[src/rtl/bmp280_seq.sv]
// BMP280 temperature sequencer: verifies chip ID, triggers a forced-mode conversion,
// polls the status register and publishes the 20-bit raw temperature on a fixed cadence.
module bmp280_seq #(
    parameter int         POLL_CYCLES = 1200000,
    parameter int         CONV_CYCLES = 120000,
    parameter int         TO_CYCLES   = 4096,
    parameter logic [7:0] CTRL_MEAS   = 8'h21
) (
    input  logic        clk12MHz,
    input  logic        rst_n,
    output logic        spi_go,
    output logic [15:0] spi_tx,
    input  logic        spi_done,
    input  logic [15:0] spi_rx,
    output logic [19:0] temp_raw,
    output logic        temp_valid,
    output logic        chip_ok,
    output logic        err
);

    localparam int PW = $clog2(POLL_CYCLES + 1);
    localparam int CW = $clog2(CONV_CYCLES + 1);
    localparam int TW = $clog2(TO_CYCLES + 1);
    localparam logic [PW-1:0] POLL_LAST = PW'(POLL_CYCLES - 1);
    localparam logic [PW-1:0] POLL_MAX  = PW'(POLL_CYCLES);
    localparam logic [CW-1:0] CONV_LAST = CW'(CONV_CYCLES - 1);
    localparam logic [TW-1:0] TO_LAST   = TW'(TO_CYCLES - 1);

    typedef enum logic [3:0] {
        ID_REQ, ID_WAIT, WR_REQ, WR_WAIT, CONV, ST_REQ, ST_WAIT, MSB_REQ, MSB_WAIT,
        LSB_REQ, LSB_WAIT, XLSB_REQ, XLSB_WAIT, PUBLISH, POLL
    } state_t;

    state_t        r_state;
    state_t        w_next;
    logic          r_spi_go;
    logic [15:0]   r_spi_tx;
    logic [19:0]   r_temp_raw;
    logic          r_temp_valid;
    logic          r_chip_ok;
    logic          r_err;
    logic [TW-1:0] r_to;
    logic [CW-1:0] r_conv;
    logic [PW-1:0] r_poll;
    logic [3:0]    r_retry;
    logic [7:0]    r_msb;
    logic [7:0]    r_lsb;
    logic [3:0]    r_xlsb;

    logic          w_go;
    logic [15:0]   w_tx;
    logic          w_is_wait;
    logic          w_to_hit;
    logic          w_id_match;
    logic          w_busy;
    logic          w_st_giveup;
    logic          w_err_set;
    logic          w_publish;
    logic          w_unused_rx;

    assign w_is_wait   = r_state inside {ID_WAIT, WR_WAIT, ST_WAIT, MSB_WAIT, LSB_WAIT, XLSB_WAIT};
    // A spi_done in the last allowed cycle takes priority over the timeout
    assign w_to_hit    = w_is_wait && !spi_done && (r_to == TO_LAST);
    assign w_id_match  = (spi_rx[7:0] == 8'h58);
    assign w_busy      = spi_rx[3];
    assign w_st_giveup = (r_state == ST_WAIT) && spi_done && w_busy && (r_retry == 4'hF);
    assign w_err_set   = w_to_hit || w_st_giveup ||
                         ((r_state == ID_WAIT) && spi_done && !w_id_match);
    assign w_publish   = (r_state == PUBLISH);
    assign w_unused_rx = ^spi_rx[15:8];

    always_ff @(posedge clk12MHz or negedge rst_n) begin
        if (!rst_n) r_state <= ID_REQ;
        else        r_state <= w_next;
    end

    always_comb begin
        w_next = r_state;
        case (r_state)
            ID_REQ:    w_next = ID_WAIT;
            ID_WAIT:   if (spi_done) w_next = w_id_match ? WR_REQ : POLL;
            WR_REQ:    w_next = WR_WAIT;
            WR_WAIT:   if (spi_done) w_next = CONV;
            CONV:      if (r_conv == CONV_LAST) w_next = ST_REQ;
            ST_REQ:    w_next = ST_WAIT;
            ST_WAIT:   if (spi_done) w_next = !w_busy ? MSB_REQ : (w_st_giveup ? POLL : ST_REQ);
            MSB_REQ:   w_next = MSB_WAIT;
            MSB_WAIT:  if (spi_done) w_next = LSB_REQ;
            LSB_REQ:   w_next = LSB_WAIT;
            LSB_WAIT:  if (spi_done) w_next = XLSB_REQ;
            XLSB_REQ:  w_next = XLSB_WAIT;
            XLSB_WAIT: if (spi_done) w_next = PUBLISH;
            PUBLISH:   w_next = POLL;
            POLL:      if (r_poll >= POLL_LAST) w_next = r_chip_ok ? WR_REQ : ID_REQ;
            default:   w_next = ID_REQ;
        endcase
        if (w_to_hit) w_next = POLL;
    end

    always_comb begin
        w_go = 1'b0;
        w_tx = r_spi_tx;
        case (r_state)
            ID_REQ:   begin w_go = 1'b1; w_tx = 16'hD000;          end
            WR_REQ:   begin w_go = 1'b1; w_tx = {8'h74, CTRL_MEAS}; end
            ST_REQ:   begin w_go = 1'b1; w_tx = 16'hF300;          end
            MSB_REQ:  begin w_go = 1'b1; w_tx = 16'hFA00;          end
            LSB_REQ:  begin w_go = 1'b1; w_tx = 16'hFB00;          end
            XLSB_REQ: begin w_go = 1'b1; w_tx = 16'hFC00;          end
            default:  ;
        endcase
    end

    // Outputs are registered, so each pulse appears in the cycle after its REQ/PUBLISH state
    always_ff @(posedge clk12MHz or negedge rst_n) begin
        if (!rst_n) begin
            r_spi_go     <= 1'b0;
            r_spi_tx     <= 16'h0000;
            r_temp_raw   <= 20'h00000;
            r_temp_valid <= 1'b0;
            r_chip_ok    <= 1'b0;
            r_err        <= 1'b0;
            r_to         <= '0;
            r_conv       <= '0;
            r_poll       <= '0;
            r_retry      <= 4'h0;
        end else begin
            r_spi_go     <= w_go;
            if (w_go) r_spi_tx <= w_tx;
            r_temp_valid <= w_publish;
            if (w_publish) r_temp_raw <= {r_msb, r_lsb, r_xlsb};
            if ((r_state == ID_WAIT) && spi_done) r_chip_ok <= w_id_match;
            else if (w_to_hit)                    r_chip_ok <= 1'b0;
            if (w_err_set) r_err <= 1'b1;
            r_to   <= w_is_wait ? r_to + 1'b1 : '0;
            r_conv <= (r_state == CONV) ? r_conv + 1'b1 : '0;
            // Poll counter holds cycles elapsed since the measurement-start REQ cycle
            if ((r_state == ID_REQ) || (r_state == WR_REQ)) r_poll <= PW'(1);
            else if (r_poll != POLL_MAX)                    r_poll <= r_poll + 1'b1;
            if (r_state == WR_REQ)                                 r_retry <= 4'h0;
            else if ((r_state == ST_WAIT) && spi_done && w_busy)   r_retry <= r_retry + 1'b1;
        end
    end

    always_ff @(posedge clk12MHz) begin
        if ((r_state == MSB_WAIT)  && spi_done) r_msb  <= spi_rx[7:0];
        if ((r_state == LSB_WAIT)  && spi_done) r_lsb  <= spi_rx[7:0];
        if ((r_state == XLSB_WAIT) && spi_done) r_xlsb <= spi_rx[7:4];
    end

    assign spi_go     = r_spi_go;
    assign spi_tx     = r_spi_tx;
    assign temp_raw   = r_temp_raw;
    assign temp_valid = r_temp_valid;
    assign chip_ok    = r_chip_ok;
    assign err        = r_err;

endmodule

[config.mk]
export PLATFORM = sky130hd
export DESIGN_NAME = bmp280_seq
export DESIGN_NICKNAME = d
export VERILOG_FILES = /design/src/rtl/bmp280_seq.sv
export SDC_FILE = /design/constraint.sdc
export NUM_CORES = 1
export LEC_CHECK = 0
export ABC_AREA = 1
export CAP_MARGIN = 20
export CORE_MARGIN = 2
export CORE_UTILIZATION = 47
export CTS_CLUSTER_DIAMETER = 60
export DETAILED_ROUTE_END_ITERATION = 12
export PLACE_DENSITY = 0.69
export SLEW_MARGIN = 20
export SYNTH_ARGS = -nofsm -noshare
export SYNTH_HDL_FRONTEND = slang
export SYNTH_SLANG_ARGS = --single-unit
[constraint.sdc]
create_clock -name clk12MHz -period 2.1 [get_ports clk12MHz]
set_input_delay 0.21 -clock clk12MHz [delete_from_list [all_inputs] [get_ports clk12MHz]]
set_output_delay 0.21 -clock clk12MHz [all_outputs]
set_load 0.005 [all_outputs]
# --- Word-level counts from Yosys, hierarchy flattened ---
# Cells that the tools add are included.
totals:
  word_cells: 94
  ff_bits: 119
  inputBits: 19
  mem_count: 0
  mem_bits_ro: 0
  ramBits: 0
  latch_bits: 0
classes:
  magnitude_cmp: 1
  multipliers: 0
  bitwise_logic: 0
  n_div: 0
  addsub: 4
  n_mux: 24
  n_eq_ne: 27
  n_reduce_logical: 24
  n_shift: 0
ops:
  columns: ["operator", "n"]
  rows:
  - ["one-hot mux 16 bit (6 select lines)", 1]
  - ["one-hot mux 4 bit (15 select lines)", 1]
  - ["two-way mux 4 bit", 14]
  - ["two-way mux 21 bit", 2]
  - ["== test 4 bit (second input constant)", 8]
  - ["!= test 3 bit (second input constant)", 8]
  - ["adder 21 x 1 -> 21 bit (second input constant)", 1]
  - ["greater-or-equal comparator 21 bit (second input constant)", 1]
  - ["!= test 21 bit (second input constant)", 1]
  - ["adder 17 x 1 -> 17 bit (second input constant)", 1]
  - ["== test 17 bit (second input constant)", 1]
  - ["two-way mux 17 bit", 1]
  - ["== test 4 x 3 -> 1 bit (second input constant)", 4]
  - ["adder 13 x 1 -> 13 bit (second input constant)", 1]
  - ["== test 13 x 12 -> 1 bit (second input constant)", 1]
  - ["two-way mux 13 bit", 1]
  - ["nonzero test 6 bit", 2]
  - ["logical AND 1 bit", 10]
  - ["== test 4 x 2 -> 1 bit (second input constant)", 2]
  - ["== test 8 x 7 -> 1 bit (second input constant)", 1]
  - ["AND reduction 8 bit", 1]
  - ["nonzero test 2 bit", 3]
  - ["OR reduction 6 bit", 1]
  - ["adder 4 x 1 -> 4 bit (second input constant)", 1]
  - ["other kinds (7)", 12]

# --- Logic depth before layout (Yosys ltp) ---
# Gate-level depths: netlist of the first run.
depth:
  word_depth: 9
  mapped_depth: 13

# --- Worst setup path before layout of the first run ---
# OpenSTA, ideal clock, no wires.
synth_timing:
  path_kind: "flip-flop to flip-flop"
  from: "register r_state[0]"
  to: "register r_msb[0] (enable)"
  slack_ns: 0.390
  setup_ns: 0.383
  required_ns: 1.717
  stages_incl_launch_ff: 5
  period_less_slack_ns: 1.710
  arrival_ns: 1.326
  path_buffers: 1
  path_cell_list: "dfrtp_1 buf_6 nor2_2 inv_2 nor3_1"
synth_between:
  elab_chain_len: 2
synth_rtl:
  columns: ["element", "line_no", "rtl"]
  rows:
  - ["from (decl)", "34", "state_t r_state;"]
  - ["from (signal assigned)", "74", "else r_state <= w_next;"]
  - ["== test 4 bit", "146", "if ((r_state == MSB_WAIT) && spi_done) r_msb <= spi_rx[7:0];"]
  - ["logical AND 1 bit", "146", null]
  - ["to (signal assigned)", "146", null]
  - ["to (decl)", "46", "logic [7:0] r_msb;"]
# No other way between the ends.
# A chain may end at the register's enable or synchronous reset.

# --- Worst setup path in the final report of the first run ---
layout_timing:
  from: "register r_state[1]"
  to: "register r_err (netlist: err)"
layout_between:
  elab_chain_len: 6
  word_cells_on_any_way: 16
  cone_classes: "6 x eq/ne; 10 x reduce/logical"
layout_rtl:
  columns: ["element", "line_no", "rtl"]
  rows:
  - ["== test 4 x 1 -> 1 bit (tied with other cells)", "61, 68", null]
  - ["nonzero test 6 bit / logical AND 1 bit (equally long branches)", "61, 66", null]
  - ["logical AND 1 bit, on equally long branches (2 in a row)", "63, 66", null]
  - ["logical OR 1 bit", "67", "assign w_err_set = w_to_hit || w_st_giveup ||"]
  - ["logical OR 1 bit (*)", "67", null]
  - ["to (signal assigned)", "122", "r_err <= 1'b0;"]
  - ["to (signal assigned)", "134", "if (w_err_set) r_err <= 1'b1;"]
  - ["to (decl)", "41", "logic r_err;"]
# Every way passes the cells marked *; elsewhere a longest branch is shown, timed or not.

==> results.md, run 1 <==
* Area contributors post-synth: dfrtp_1, edfxtp_1, nand2_1, nor2_1, inv_1
* Routed wire per std cell at ~13 µm
* Period Utilization, post-route at 0.8173
* Asr flop ratio synth at 0.8198
* CP arrival at 2020 ps
* Hold Path Class: in -> async
* Sequential power share at 0.436
* Worst slack, placed at 332.8 ps
* CP required at between 2000 and 2500 ps
* Fin area at 6116 µm²
* Clock power frac at 0.219
* Vias in the first global route at 3974
* Num Clock Sinks at 111
* DRC Markers at 0
* Multi-input logic area at 2016 µm²
* Final min period at 1716 ps
* Port buffer count at 44
* Hold Buf Count CTS at 1
* Worst slew pin tran at a little under 600 ps
* Synth Area in Compound Gates at 0.07690
* Initial antenna violation count at 0
* Die width at 110.1 µm
* Hpwl dp at 7652 µm
* Starting Density at 0.4856
* Grt total ovfl at 0
* Clk slew on worst S/H paths at 110 ps
* Gp weighted congestion at 0.9222
* Vias post-DR at 4099
* Post-Synth Adder-Cell Area at 0.01183
* Die Y at about 110 µm
* Pin count of the biggest net entering global routing at 38
* CP endpoint kind: register
* Root Driver: clkbuf_8
* H-Tree Depth at 3
* Nets at 696
* First DRT Iteration DRCs at around 230
* Post-Route WL at 10420 µm
* Register area at 2878 µm²
* Reg-to-reg slack, setup at roughly 380 ps
* First-pass GRT wire length at 17840 µm
* Maximum VDD drop at 0.5167 mV
* Worst setup SP type: register
* DRT Pass-1 Iters at 5
* Synth warn at 0
* Comb pwr share at 0.345
* Int Power at 4.307 mW
* Flops & latches, synth at 111
* Status: complete, no violations
* Design Power at 6.695 mW
* Max_cap viols at 0
* Full die area at 12110 µm²
* # rows at 38
* Fin worst setup slack at 383.7 ps
* Leak at between 2 and 3 nW
* Cell area power density at 1095 nW/µm²
* Clock Latency Late Sink at 370 ps
* Final setup fails at 0
* Slew headroom at 0.6078
* Mux contribution to synthesized area at 0
* # fillers at 1020
* Synth top area share at 0.4307
* Core area at 10890 µm²
* Mapped cell area at between 5000 and 6000 µm²
* Synthesized instance count at 620
* Vias per cell at ~5.0
* Post-detailed-route count of antenna-violating nets at 0
* RSZ-0062 raised after global routing: false
* Share of layout cells above drive strength 1 at 0.09010
* # diodes at 0
* Crit Path Max Fanout at 7
* Setup_tns at 0 ps
* Sequential fraction of the synthesis area at 0.5442
* # resized after CTS at 0
* DP Cell Count at 800
* Largest family of logic cells by synthesized area: simple AND/OR/NAND/NOR gates
* Num CTS Buffers at 9
* Cell Area, Placed at ~6000 µm²
* CTS tree: yes
* Area leader, netlist: dfrtp_1
* CP Class: reg -> reg
* Fmax at 0.5826 GHz
* Syn_area_per_cell at 8.528 µm²
* Post-Synth Simple-Gate Area at 0.2766
* Switching power at about 2.4 mW
* Net Sw Frac at 0.3566
* Max Buffers Root-to-Sink at 2
* Non-filler cells, final at 817
* Gr usage total at 0.1876
* Setup Fix Bufs, Post-CTS at 0
* I/O pins at 59
* Final hold violations at 0
* Number of distinct library cells after synthesis at 38
* Post-synth EDFFs at 20
* P&R area growth vs syn at 15.67%
* Worst Skew at just under 9 ps
* Final slew viol count at 0
* Synth Area in XOR/XNOR at 0.01159
* Main flop type after synthesis: dfrtp_1
## area by class of cell
cell class	count	share of cell area
clock buffer	9	0.02025
clock inverter	7	0.01780
inverter	79	0.04930
multi-input combinational	419	0.3296
sequential	111	0.4705
tap	140	0.02864
timing repair buffer	52	0.08388
## cell families (layout without fill, tap and decap cells)
group / count (synthesis) / in the layout
xor+xnor: 7 / 7
fa+ha+maj: 5 / 5
other cells: 1 / 6
compound gates: 75 / 75
simple gates: 326 / 326
flops: 111 / 111
buf+inv: 95 / 147
## final timing paths
kind | start | end | depth (start not counted)
worst max-delay path | r_state[1] | err | 7
worst min-delay path | rst_n | r_conv[12] | 2
worst max register to register | r_state[1] | err | 7
worst min register to register | r_lsb[6] | temp_raw[10] | 2
max in group asynchronous | rst_n | temp_raw[14] | 3
min in group clk12MHz | r_lsb[6] | temp_raw[10] | 2
## power groups by stage
stage / Clock [mW] / Sequential (mW) / Combinational, mW
6_report: 1.46 / 2.92 / 2.31
5_1_grt: 1.59 / 2.97 / 2.61
4_1_cts: 1.51 / 2.92 / 2.34
3_5_place_dp: 0 / 2.97 / 2.32
3_3_place_gp: 0 / 2.95 / 2.26
2_1_floorplan: 0 / 2.90 / 1.44
## stage by stage
step	hold WS, ps	utilization
after detailed placement	202.9	0.5394
after floorplan	-85.59	-
after global placement	197.2	0.5394
final	323.2	0.5617
after CTS	347.4	0.5617
after global routing	373.3	0.5617
## registers in the layout (all words and copies together) (netlist names), 8 cells and up
register,flops
r_conv,17
r_lsb,8
r_msb,8
r_poll,21
r_to,13
spi_tx,8
temp_raw,20
## routing by layer
| layer | part of all wire | up-vias | GRT usage |
|---|---|---|---|
| met5 | 0 | - | 0 |
| met3 | 0.041 | 8 | 0.03233 |
| met4 | 0.011 | 0 | 0.05787 |
| li1 | - | 2082 | - |
| met2 | 0.46 | 96 | 0.3059 |
| met1 | 0.49 | 1913 | 0.2567 |
## Yosys cell counts (2+ instances only)
library cell,count
nor2_1,82
nand3b_1,2
inv_4,2
ha_1,5
o21ai_0,29
inv_1,68
inv_2,8
o21a_1,4
nand2_2,8
nand2_1,156
buf_4,10
buf_2,5
edfxtp_1,20
nor4_1,3
xnor2_1,2
a31oi_1,5
nand3_2,3
nand2_4,3
a21oi_1,31
nand4_1,7
dfrtp_1,91
nand3_1,32
nor3_1,17
o211ai_1,3
xor2_1,5
nor2_2,4
nor2_4,4
## cells in the final DEF (no fill, tap or decap), types with 6 or more instances in the layout
| master | n |
|---|---|
| a21oi_1 | 31 |
| buf_4 | 7 |
| clkbuf_8 | 9 |
| clkdlybuf4s50_1 | 43 |
| conb_1 | 6 |
| dfrtp_1 | 91 |
| edfxtp_1 | 20 |
| inv_1 | 68 |
| inv_2 | 8 |
| nand2_1 | 156 |
| nand2_2 | 8 |
| nand3_1 | 32 |
| nand4_1 | 7 |
| nor2_1 | 82 |
| nor3_1 | 17 |
| o21ai_0 | 29 |
## worst max-delay path: stages, from the launching register on
cell     delay (ps)
dfrtp_1         500
inv_1           180
nand2_1         110
nor2_1          260
o21ai_0         260
nor2_1          220
nor3_1           70
nand2_1          60
No activity file was read; power rests on OpenSTA's default activity.
==> inputs of run 2 (changes only) <==
Settings changed: PLACE_DENSITY 0.69 to 0.71.
Clock period 2.1 ns to 1.4 ns, I/O delays scaled along.
==> results.md, run 2 (synthesis results as in run 1) <==
* Crit Path Max Fanout at 5
* Starting Density at 0.4856
* Vias in the first global route at between 4000 and 5000
* Hpwl dp at 8512 µm
* M1 WL at roughly 6000 µm
* Die Y at roughly 110 µm
* Max layer used: met4
* Hold WS at approximately 100 ps
* Hold Path Class: in -> async
* Die width at 110.1 µm
* Routed wire length on met2 at 7595 µm
* Period Utilization, post-route at 1.116
* # diodes at 0
* DRC Markers at 0
* Cell area power density at 1594 nW/µm²
* Gr usage total at 0.2266
* Full die area at 12110 µm²
* Commonest non-fill, non-tap cell in the layout: nand2_1
* Critical-path top delay cell: dfrtp_1
* Top cell by count, worst path: nand2_2
* CP arrival at 1860 ps
* Final slew viol count at 0
* Worst Skew at 10.48 ps
* Routed wire per std cell at 15.40 µm
* Maximum VDD drop at 1.380 mV
* Max Buffers Root-to-Sink at 2
* Register bank with the most flops: r_poll
* Post-Route WL at 14740 µm
* Root Driver: clkbuf_8
* First DRT Iteration DRCs at 296
* Vias per cell at 5.194
* Num CTS Buffers at 9
* Clock power frac at 0.163
* Switching power at approximately 5 mW
* CP delay by family, top: simple AND/OR/NAND/NOR gates
* CP required at 1700 ps
* RSZ-0062 raised after global routing: true
* Final min period at between 1500 and 2000 ps
* Final setup fails at 78
* # rows at 38
* Gp weighted congestion at about 0.91
* Sequential power share at 0.354
* Design Power at roughly 13 mW
* Core area at about 11000 µm²
* DRT Pass-1 Iters at 6
* Max FFs per register at 21
* Grt total ovfl at 0
* Post-detailed-route count of antenna-violating nets at 0
* Int Power at 7.689 mW
* Worst path max stage delay at 450 ps
* Cell Area, Placed at approximately 6500 µm²
* CP endpoint kind: register
* Failing checks: negative setup slack
* Fmax at 0.6401 GHz
* Clock Latency Late Sink at just under 400 ps
* Num Clock Sinks at 111
* Fin area at ~7900 µm²
* Fin worst setup slack at -162.1 ps
* First-pass GRT wire length at 21250 µm
* Leak at 3.690 nW
* Clk slew on worst S/H paths at 110 ps
* Max_cap viols at 0
* H-Tree Depth at 3
* CP Class: reg -> reg
* Setup_tns at -4756 ps
* Port buffer count at 44
* Final hold violations at 0
* Crit path buf inv count at 2
* P&R area growth vs syn at 48.84%
* Comb pwr share at 0.483
* CTS tree: yes
* Most frequent cells in the layout: nand2_1, buf_4, dfrtp_1, nor2_1, inv_1
* Worst-path cell chain: buf_6 > nor2_4 > nand2_4 > nand4_4 > nand2_2 > nand2_2 > inv_4 > nand2_4 > nand2_2 > nand2_1 > nand2_1
* Pin count of the biggest net entering global routing at 52
* Worst setup SP type: register
* I/O pins at 59
* Vias post-DR at 4971
* Initial antenna violation count at 0
* Status: complete, but fails checks
* Share of layout cells above drive strength 1 at 0.4039
* Nets at 836
* Net Sw Frac at 0.3870
* Fin util at 0.7228
* Routed wl met3 at roughly 670 µm
[run 2: layer usage]
metal	track usage	vias up
met5	0	-
met4	0.05696	0
met3	0.05585	41
met2	0.3918	142
met1	0.2849	2425
li1	-	2363
[run 2: power by group through the flow]
| stage | combinational (mW) | clock [mW] | sequential [mW] |
|---|---|---|---|
| after global placement | 4.11 | 0 | 4.36 |
| after CTS | 4.96 | 2.09 | 4.32 |
| after detailed placement | 4.23 | 0 | 4.39 |
| after global routing | 6.59 | 2.23 | 4.50 |
| final | 6.06 | 2.04 | 4.44 |
| after floorplan | 2.19 | 0 | 4.35 |
[run 2: final timing paths]
kind | start | to | slack [ps] | cells past startpoint
min | rst_n | r_conv[6] | 100 | 2
max | r_state[1] | r_state[1] | -160 | 11
min reg2reg | r_lsb[5] | temp_raw[9] | 450 | 2
max in group asynchronous | rst_n | r_state[2] | 780 | 3
max reg2reg | r_state[1] | r_state[1] | -160 | 11
min in group clk12MHz | spi_rx[1] | r_lsb[1] | 440 | 2
[run 2: cell type report]
cell class                 count  area [µm²]
clock buffer                   9       123.9
clock inverter                 7       85.08
sequential                   111        2883
multi-input combinational    419        2582
timing repair buffer         187        1647
timing repair inverter         5       37.54
inverter                      79       336.6
tap                          140       175.2
fill                         737        3018
[run 2: timing repair]
item                                    4_1_cts  5_1_grt
pin swaps                                    29       47
hold buffers                                  1        0
endpoints found under the setup margin      119      113
hold endpoints to repair                     91        0
setup buffers                                35       23
cloned                                        5        0
resized for setup                           108      149
[run 2: per-stage QoR]
step	worst slack, ps	cells
after global placement	-137.2	882
after floorplan	7.119	625
after global routing	-262.0	957
after CTS	-135.3	939
after detailed placement	-206.1	882
final	-162.1	957
